$ cat src/rtl/itmult_seq_pkg.sv
// Shared constants for the itmult issue/collect sequencer.
// Latency: n/a (declarations only).
// Backpressure: n/a.
package itmult_seq_pkg;

    // Sequencer states; encodings are fixed so waveforms and debug taps read the same everywhere.
    typedef enum logic [1:0] {
        ST_IDLE = 2'd0,
        ST_LOAD = 2'd1,
        ST_RUN  = 2'd2,
        ST_DONE = 2'd3
    } seq_state_t;

    // Operand buffer depth. The buffer pointers are single bits, so this must stay at 2.
    localparam int OP_DEPTH = 2;

    // The RUN counter must reach SIZE+1 before the watchdog fires, with one bit of headroom.
    function automatic int run_cnt_w(input int size);
        return $clog2(size + 2) + 1;
    endfunction

endpackage

$ cat src/rtl/op_fifo2.sv
// Two-entry operand FIFO with a fall-through path when empty.
// Latency: a push into an empty FIFO is visible on pop_dat in the same cycle.
// Backpressure: full is a decode of the registered count; the producer must not push while full.
//
// Ports: clk/reset (sync, active-high); push/push_dat write side; pop/pop_dat read side;
//        full/empty status, both derived from registered state only.
module op_fifo2 #(
    parameter int W     = 16,
    parameter int DEPTH = 2
) (
    input  logic         clk,
    input  logic         reset,
    input  logic         push,
    input  logic [W-1:0] push_dat,
    input  logic         pop,
    output logic [W-1:0] pop_dat,
    output logic         full,
    output logic         empty
);

    logic [W-1:0] mem_q [DEPTH];
    logic [W-1:0] mem_d [DEPTH];
    logic         wr_ptr_q, wr_ptr_d;
    logic         rd_ptr_q, rd_ptr_d;
    logic [1:0]   count_q, count_d;

    logic bypass;
    logic do_push;
    logic do_pop;

    assign empty = (count_q == 2'd0);
    assign full  = (count_q == 2'(DEPTH));

    // When empty, the incoming pair is handed straight through so the consumer
    // can start on the accept edge instead of one cycle later.
    assign pop_dat = empty ? push_dat : mem_q[rd_ptr_q];

    always_comb begin
        mem_d    = mem_q;
        wr_ptr_d = wr_ptr_q;
        rd_ptr_d = rd_ptr_q;
        count_d  = count_q;

        // A same-cycle push and pop on an empty FIFO never touches storage.
        bypass  = empty && push && pop;
        do_push = push && !bypass;
        do_pop  = pop && !empty;

        if (do_push) begin
            mem_d[wr_ptr_q] = push_dat;
            wr_ptr_d        = ~wr_ptr_q;
        end
        if (do_pop) begin
            rd_ptr_d = ~rd_ptr_q;
        end

        if (do_push && !do_pop) begin
            count_d = count_q + 2'd1;
        end else if (do_pop && !do_push) begin
            count_d = count_q - 2'd1;
        end
    end

    always_ff @(posedge clk) begin
        if (reset) begin
            mem_q    <= '{default: '0};
            wr_ptr_q <= 1'b0;
            rd_ptr_q <= 1'b0;
            count_q  <= 2'd0;
        end else begin
            mem_q    <= mem_d;
            wr_ptr_q <= wr_ptr_d;
            rd_ptr_q <= rd_ptr_d;
            count_q  <= count_d;
        end
    end

endmodule

$ cat src/rtl/itmult_seq.sv
// Issue/collect sequencer around the iterative shift-add multiplier, with a RUN watchdog.
// Latency: out_valid rises SIZE+2 cycles after the operand pair is accepted.
// Backpressure: in_ready drops while two pairs are buffered; the result holds until out_ready.
//
// Ports: clk, reset (sync, active-high, shared with the multiplier);
//        in_valid/in_ready/in_a/in_b   operand pair input handshake;
//        mul_a/mul_b/mul_start         drive to the multiplier (start 0 = load/hold, 1 = shift);
//        mul_hm/mul_lm/mul_fin         product halves and done flag from the multiplier;
//        out_valid/out_ready/out_hi/out_lo  result handshake; err sticky watchdog flag.
module itmult_seq
    import itmult_seq_pkg::*;
#(
    parameter int SIZE  = 8,
    parameter int DEPTH = OP_DEPTH
) (
    input  logic            clk,
    input  logic            reset,
    input  logic            in_valid,
    output logic            in_ready,
    input  logic [SIZE-1:0] in_a,
    input  logic [SIZE-1:0] in_b,
    output logic [SIZE-1:0] mul_a,
    output logic [SIZE-1:0] mul_b,
    output logic            mul_start,
    input  logic [SIZE-1:0] mul_hm,
    input  logic [SIZE-1:0] mul_lm,
    input  logic            mul_fin,
    output logic            out_valid,
    input  logic            out_ready,
    output logic [SIZE-1:0] out_hi,
    output logic [SIZE-1:0] out_lo,
    output logic            err
);

    localparam int                CNT_W     = run_cnt_w(SIZE);
    localparam logic [CNT_W-1:0]  RUN_LIMIT = CNT_W'(SIZE + 1);

    seq_state_t         state_q, state_d;
    logic [2*SIZE-1:0]  op_q, op_d;       // {a, b} currently owned by the multiplier
    logic [2*SIZE-1:0]  res_q, res_d;     // {hi, lo} captured product
    logic [CNT_W-1:0]   run_cnt_q, run_cnt_d;
    logic               err_q, err_d;

    logic               push;
    logic               pop;
    logic               have_op;
    logic [2*SIZE-1:0]  fifo_dat;
    logic               fifo_full;
    logic               fifo_empty;

    op_fifo2 #(
        .W     (2 * SIZE),
        .DEPTH (DEPTH)
    ) u_op_fifo2 (
        .clk      (clk),
        .reset    (reset),
        .push     (push),
        .push_dat ({in_a, in_b}),
        .pop      (pop),
        .pop_dat  (fifo_dat),
        .full     (fifo_full),
        .empty    (fifo_empty)
    );

    // in_ready depends only on registered FIFO occupancy, never on in_valid.
    assign in_ready = !fifo_full;
    assign push     = in_valid && in_ready;
    // A pair arriving this cycle counts as available, via the FIFO fall-through.
    assign have_op  = !fifo_empty || push;

    assign mul_a  = op_q[2*SIZE-1:SIZE];
    assign mul_b  = op_q[SIZE-1:0];
    assign out_hi = res_q[2*SIZE-1:SIZE];
    assign out_lo = res_q[SIZE-1:0];
    assign err    = err_q;

    always_comb begin
        state_d   = state_q;
        op_d      = op_q;
        res_d     = res_q;
        run_cnt_d = run_cnt_q;
        err_d     = err_q;
        pop       = 1'b0;
        mul_start = 1'b0;
        out_valid = 1'b0;

        unique case (state_q)
            ST_IDLE: begin
                if (have_op) begin
                    pop     = 1'b1;
                    op_d    = fifo_dat;
                    state_d = ST_LOAD;
                end
            end
            ST_LOAD: begin
                // One cycle with start low lets the multiplier latch b and arm its counter.
                run_cnt_d = '0;
                state_d   = ST_RUN;
            end
            ST_RUN: begin
                mul_start = 1'b1;
                if (mul_fin) begin
                    // The multiplier shifts once more on this edge; the product is already taken.
                    res_d   = {mul_hm, mul_lm};
                    state_d = ST_DONE;
                end else if (run_cnt_q == RUN_LIMIT) begin
                    err_d   = 1'b1;
                    state_d = ST_IDLE;
                end else begin
                    run_cnt_d = run_cnt_q + 1'b1;
                end
            end
            ST_DONE: begin
                out_valid = 1'b1;
                if (out_ready) begin
                    if (have_op) begin
                        pop     = 1'b1;
                        op_d    = fifo_dat;
                        state_d = ST_LOAD;
                    end else begin
                        state_d = ST_IDLE;
                    end
                end
            end
            default: begin
                state_d = ST_IDLE;
            end
        endcase
    end

    always_ff @(posedge clk) begin
        if (reset) begin
            state_q   <= ST_IDLE;
            op_q      <= '0;
            res_q     <= '0;
            run_cnt_q <= '0;
            err_q     <= 1'b0;
        end else begin
            state_q   <= state_d;
            op_q      <= op_d;
            res_q     <= res_d;
            run_cnt_q <= run_cnt_d;
            err_q     <= err_d;
        end
    end

endmodule

$ cat config.mk
export PLATFORM = sky130hd
export DESIGN_NAME = itmult_seq
export DESIGN_NICKNAME = d
export VERILOG_FILES = /design/src/rtl/itmult_seq_pkg.sv /design/src/rtl/op_fifo2.sv /design/src/rtl/itmult_seq.sv
export SDC_FILE = /design/constraint.sdc
export NUM_CORES = 1
export LEC_CHECK = 0
export ABC_AREA = 1
export BUFFER_PORTS_ARGS = -buffer_cell sky130_fd_sc_hd__buf_2
export CORE_MARGIN = 1.5
export CORE_UTILIZATION = 55
export CTS_CLUSTER_DIAMETER = 150
export DETAILED_ROUTE_END_ITERATION = 10
export HOLD_SLACK_MARGIN = 0.02
export PLACE_DENSITY = 0.79
export SYNTH_ARGS = -nofsm -noshare
export SYNTH_HDL_FRONTEND = slang
export SYNTH_SLANG_ARGS = --single-unit
$ cat constraint.sdc
create_clock -name clk -period 2.45 [get_ports clk]
set_clock_uncertainty 0.05 [all_clocks]
set_input_delay 0 -clock clk [delete_from_list [all_inputs] [get_ports clk]]
set_output_delay 0 -clock clk [all_outputs]
set_load 0.1 [all_outputs]
Yosys cells after proc, flatten, opt, wreduce, memory -nomap -nowiden
Cells that the tools add are included.

word-level totals
  register bits after elaboration = 76
  output and inout bits = 36
  word-level logic and storage cells = 81

operators by class
  $add $sub $neg = 3
  magnitude comparators = 3
  eq/ne operators = 10
  mux-type cells = 26
  bitwise operators = 5
  reduce and logical (&&, ||, !) cells = 24

operators by type and width
  kind                                                                   count
  16-bit two-way mux                                                     7
  32-bit bitwise mux                                                     1
  16-bit case mux with 2 select lines                                    1
  16-bit demux with 1-bit select                                         1
  2-bit two-way mux                                                      6
  5-bit two-way mux                                                      2
  5-bit case mux with 2 select lines                                     1
  3-bit AND reduction                                                    3
  1-bit logical AND                                                      8
  2-bit != test, second input constant                                   4
  2-bit case mux with 4 select lines                                     1
  2-bit equality test, second input constant                             3
  2-bit nonzero test                                                     3
  5-bit by 1-bit adder with 5-bit output, second input constant          1
  5-bit by 4-bit equality test with 1-bit output, second input constant  1
  1-bit zero test                                                        5
  1-bit two-way mux                                                      5
  2-bit >= comparator, second input constant                             2
  2-bit zero test                                                        2
  1-bit inverter with 2-bit output                                       2
  2-bit AND reduction                                                    2
  3-bit != test, second input constant                                   1
  1-bit inverter                                                         3
  2-bit by 1-bit adder with 2-bit output, second input constant          1
  5 further kinds                                                        5

Depth between registers and ports, before layout
  word-level depth = 14
  mapped depth = 12
  mapped depth without buffers = 12

By module
From an unflattened synthesis, not the netlist that was laid out.

second synthesis, totals
  cell total of the unflattened synthesis = 563
  area total of the unflattened synthesis = 3812.4 um2

by module, submodules not included
  module      times used  cells each  area each (um2)  seq. area each (um2)
  op_fifo2    1           343         2124.5           720.7
  itmult_seq  1           220         1687.9           800.8

Least setup slack after synthesis
Ideal clock, no wire load.

  kind = flip-flop to flip-flop
  from = reg state_q[1]
  to = reg u_op_fifo2.count_q[1]
  data arrival time = 2494 ps
  required time = 2330 ps
  slack = -164 ps
  cell stages (with the launch flop) = 12
  buffers on the path = 0
  clock period less this slack = 2614 ps
  path through = dfxtp_1 ha_1 nand2_1 nand2_1 nand3b_2 nand2_1 inv_1 ha_1 or2_2 nand2_1 o21ai_0 a21oi_1

between the ends
  cells in the longest elaborated chain, start to end = 8
  elaborated cells on any way between the ends = 13
  those cells by class = 1 x eq/ne; 2 x mux; 10 x reduce/logical

RTL lines
  item                                                    RTL line           source
  start, declared                                         itmult_seq.sv:38   seq_state_t state_q, state_d;
  start signal, assigned                                  itmult_seq.sv:139  state_q <= state_d;
  2-bit equality test or 2-bit zero test (tied branches)  itmult_seq.sv:87   unique case (state_q)
  1-bit case mux with 2 select lines *                    itmult_seq.sv:87
  1-bit logical AND *                                     op_fifo2.sv:45     bypass = empty && push && pop;
  1-bit zero test *                                       op_fifo2.sv:46     do_push = push && !bypass;
  1-bit logical AND *                                     op_fifo2.sv:46
  via u_op_fifo2.do_push                                  op_fifo2.sv:28     logic do_push;
  1-bit zero test                                         op_fifo2.sv:59     end else if (do_pop && !do_push) begin
  1-bit logical AND                                       op_fifo2.sv:59
  2-bit nonzero test (no line)                            --
  end signal, assigned                                    op_fifo2.sv:74     count_q <= count_d;
  end, declared                                           op_fifo2.sv:25     logic [1:0] count_q, count_d;

The timed path passes the listed nets; every way through them passes the cells marked *.
A chain may end at the register's enable or synchronous reset.

Final worst setup path
  from = reg state_q[0]
  to = reg u_op_fifo2.count_q[1]

The elaborated chain is that of the path after synthesis.

==> metrics <==
status finished clean; post-CTS setup buffers 0; pre-CTS setup slack 0.391 ns; Seq cells post-synth 76; Crit. End Element flop; CTS tree built; setup tns final 0 ns; endpoints failing setup 0; fin crit period about 2.1 ns; Ant. Diodes 0; share of post-route cells with drive strength above 1 0.160; VDD IR-drop max roughly 1300 uV; Starting Density 0.564; Slew Viols, Final 0; Initial DRC Count between 200 and 250; hold_buf cts 34; Post-synth EDFFs 0; vias per cell ~5; Core Footprint just under 0.007 sq mm; initial antenna violation count 0; commonest non-fill, non-tap cell in the layout nand2_1; dpl cells 710; clk slew on worst S/H paths about 0.09 ns; ys async rst share 0; Lkg Pwr roughly 0.0024 uW; total gr overflow 0; hold path cells 5; DRC viols 0; DRT Pass-1 Iters 5; worst slew pin tran between 0.5 and 0.6 ns; pwr dens about 1400 mW/mm^2; die height 86.2 microns; die area 0.00744 sq mm; Hold WC Path Type input port to flop; Via Count between 3000 and 4000; fin crit share 0.848; CP max FO 4; Die W 86.2 microns; worst setup path category flop to flop; RSZ-0062 raised after global routing false; Synth Instances approximately 580; most frequent cells in the layout nand2_1, inv_1, dfxtp_1; Avg WL per Cell between 10 and 15 microns; total power draw 6540 uW; FP Rows 30; GPL Wtd Cong about 0.86; crit path DAT roughly 2.3 ns; number of global-route vias before repair roughly 3600; PnR worst setup slack 0.374 ns; Synthesis Warnings 0; final wirelength between 9000 and 10000 microns; Final nets 720; gr busiest metal met2; met3 Track Usage GR 0.0362; max-cap violation count 0; final-report hold violation count 0; gr usage total 0.265; Slew headroom 0.656; Root Driver clkbuf_8; first-pass GRT wire length between 15000 and 20000 microns; total CTS buffers 9; port bufs 72; storage element area 0.00152 sq mm; Max clock buf depth 2; CP startpoint kind flop; multi-input logic area between 0.0015 and 0.002 sq mm; Primary FF master, synth dfxtp_1; Yosys cell types 26; I/O pin cnt 73; DPL Wire Length slightly below 6000 microns; post-synthesis sequential area ratio 0.399; met1 Use GR 0.317; Max Fclk between 0.4 and 0.5 GHz; mean area per synthesized cell 6.61 sq um; WP data required 2.69 ns; Post-CTS Resized 0; fin util 0.704; Mapped Area roughly 0.0038 sq mm; Finished Layout Cells 760; H-tree Lvls 3; Post-Syn Nets just over 600; Worst Reg-to-Reg Cells 10; clk sinks between 70 and 80; filler instances 583; Clk Latency, worst-skew pair approximately 0.36 ns; area grow syn2layout 24.8%; met2 Resource Use GR 0.467; largest net degree at the start of global routing 37; Routed Antenna Nets 0
==> power breakdown <==
part / leakage [uW] / internal (uW) / total, uW / switching [uW]
registers: 0.000622 / 1610 / 1790 / 175
logic: 0.00165 / 896 / 3780 / 2880
clock network: 0.0000958 / 475 / 978 / 502
==> state kept, by name, summed over array words and instances (netlist names) <==
signal	flops
res_q	16
run_cnt_q	5
op_q	16
u_op_fifo2.count_q	2
err	1
u_op_fifo2.rd_ptr_q	1
u_op_fifo2.wr_ptr_q	1
state_q	2
u_op_fifo2.mem_q	32
==> cell type report <==
class	instances	area share
inverter	115	0.0908
clock buffer	9	0.0261
clock inverter	7	0.0161
tap	80	0.0211
sequential	76	0.320
multi-input combinational	356	0.361
timing repair buffer	117	0.165
==> logic make-up after synthesis <==
group                      Yosys count  synth area share
xor gates and xnor gates             1           0.00230
adders and majority gates            8            0.0263
and+or+nand+nor                    266             0.301
DFF                                 76             0.399
buffers and inverters              144             0.151
AOI/OAI and AO/OA                   81             0.121
==> cell usage after synthesis, types with 2 or more instances <==
library cell | n | share of area
nand4_1 | 34 | 0.056
or2_2 | 2 | 0.0033
nor2_1 | 75 | 0.074
nand3_1 | 9 | 0.012
buf_6 | 2 | 0.0059
nand3_4 | 2 | 0.0092
o21ai_0 | 35 | 0.046
ha_1 | 8 | 0.026
dfxtp_1 | 76 | 0.40
a21oi_1 | 28 | 0.037
clkinv_1 | 2 | 0.0020
buf_2 | 12 | 0.016
clkbuf_1 | 13 | 0.013
nand2_1 | 139 | 0.14
inv_1 | 111 | 0.11
o211ai_1 | 16 | 0.032
nand3b_1 | 2 | 0.0039
inv_2 | 2 | 0.0020
==> worst paths after layout <==
check / endpoint / slack (ns) / from
setup reg to reg: u_op_fifo2.count_q[1]$_SDFFE_PP0P_ / 0.37 / state_q[0]$_SDFFE_PP0P_
setup / recovery: u_op_fifo2.count_q[1]$_SDFFE_PP0P_ / 0.37 / state_q[0]$_SDFFE_PP0P_
hold / removal: u_op_fifo2.rd_ptr_q$_SDFFE_PP0P_ / 0.08 / out_ready
hold reg to reg: err$_SDFFE_PP0P_ / 0.42 / err$_SDFFE_PP0P_
==> critical path: stages (launching register included) <==
cell,delay (ns)
dfxtp_1,0.41
inv_1,0.12
ha_1,0.31
nand3b_2,0.21
nand2_1,0.08
inv_1,0.04
ha_1,0.19
or2_2,0.30
nand2_1,0.08
o21ai_0,0.08
a21oi_1,0.14
==> stage by stage <==
step           area, sq um  hold WS, ns
5_1_grt               4750        0.112
3_5_place_dp          4210        0.206
6_report              4750       0.0836
2_1_floorplan         3810       0.0191
4_1_cts               4750       0.0772
3_3_place_gp          4210        0.200
==> metal layers <==
metal	vias up	wire length [microns]
met5	-	0
met4	0	242
li1	1982	-
met3	21	506
met1	1705	4040
met2	128	4570
No activity file was read; power rests on OpenSTA's default activity.
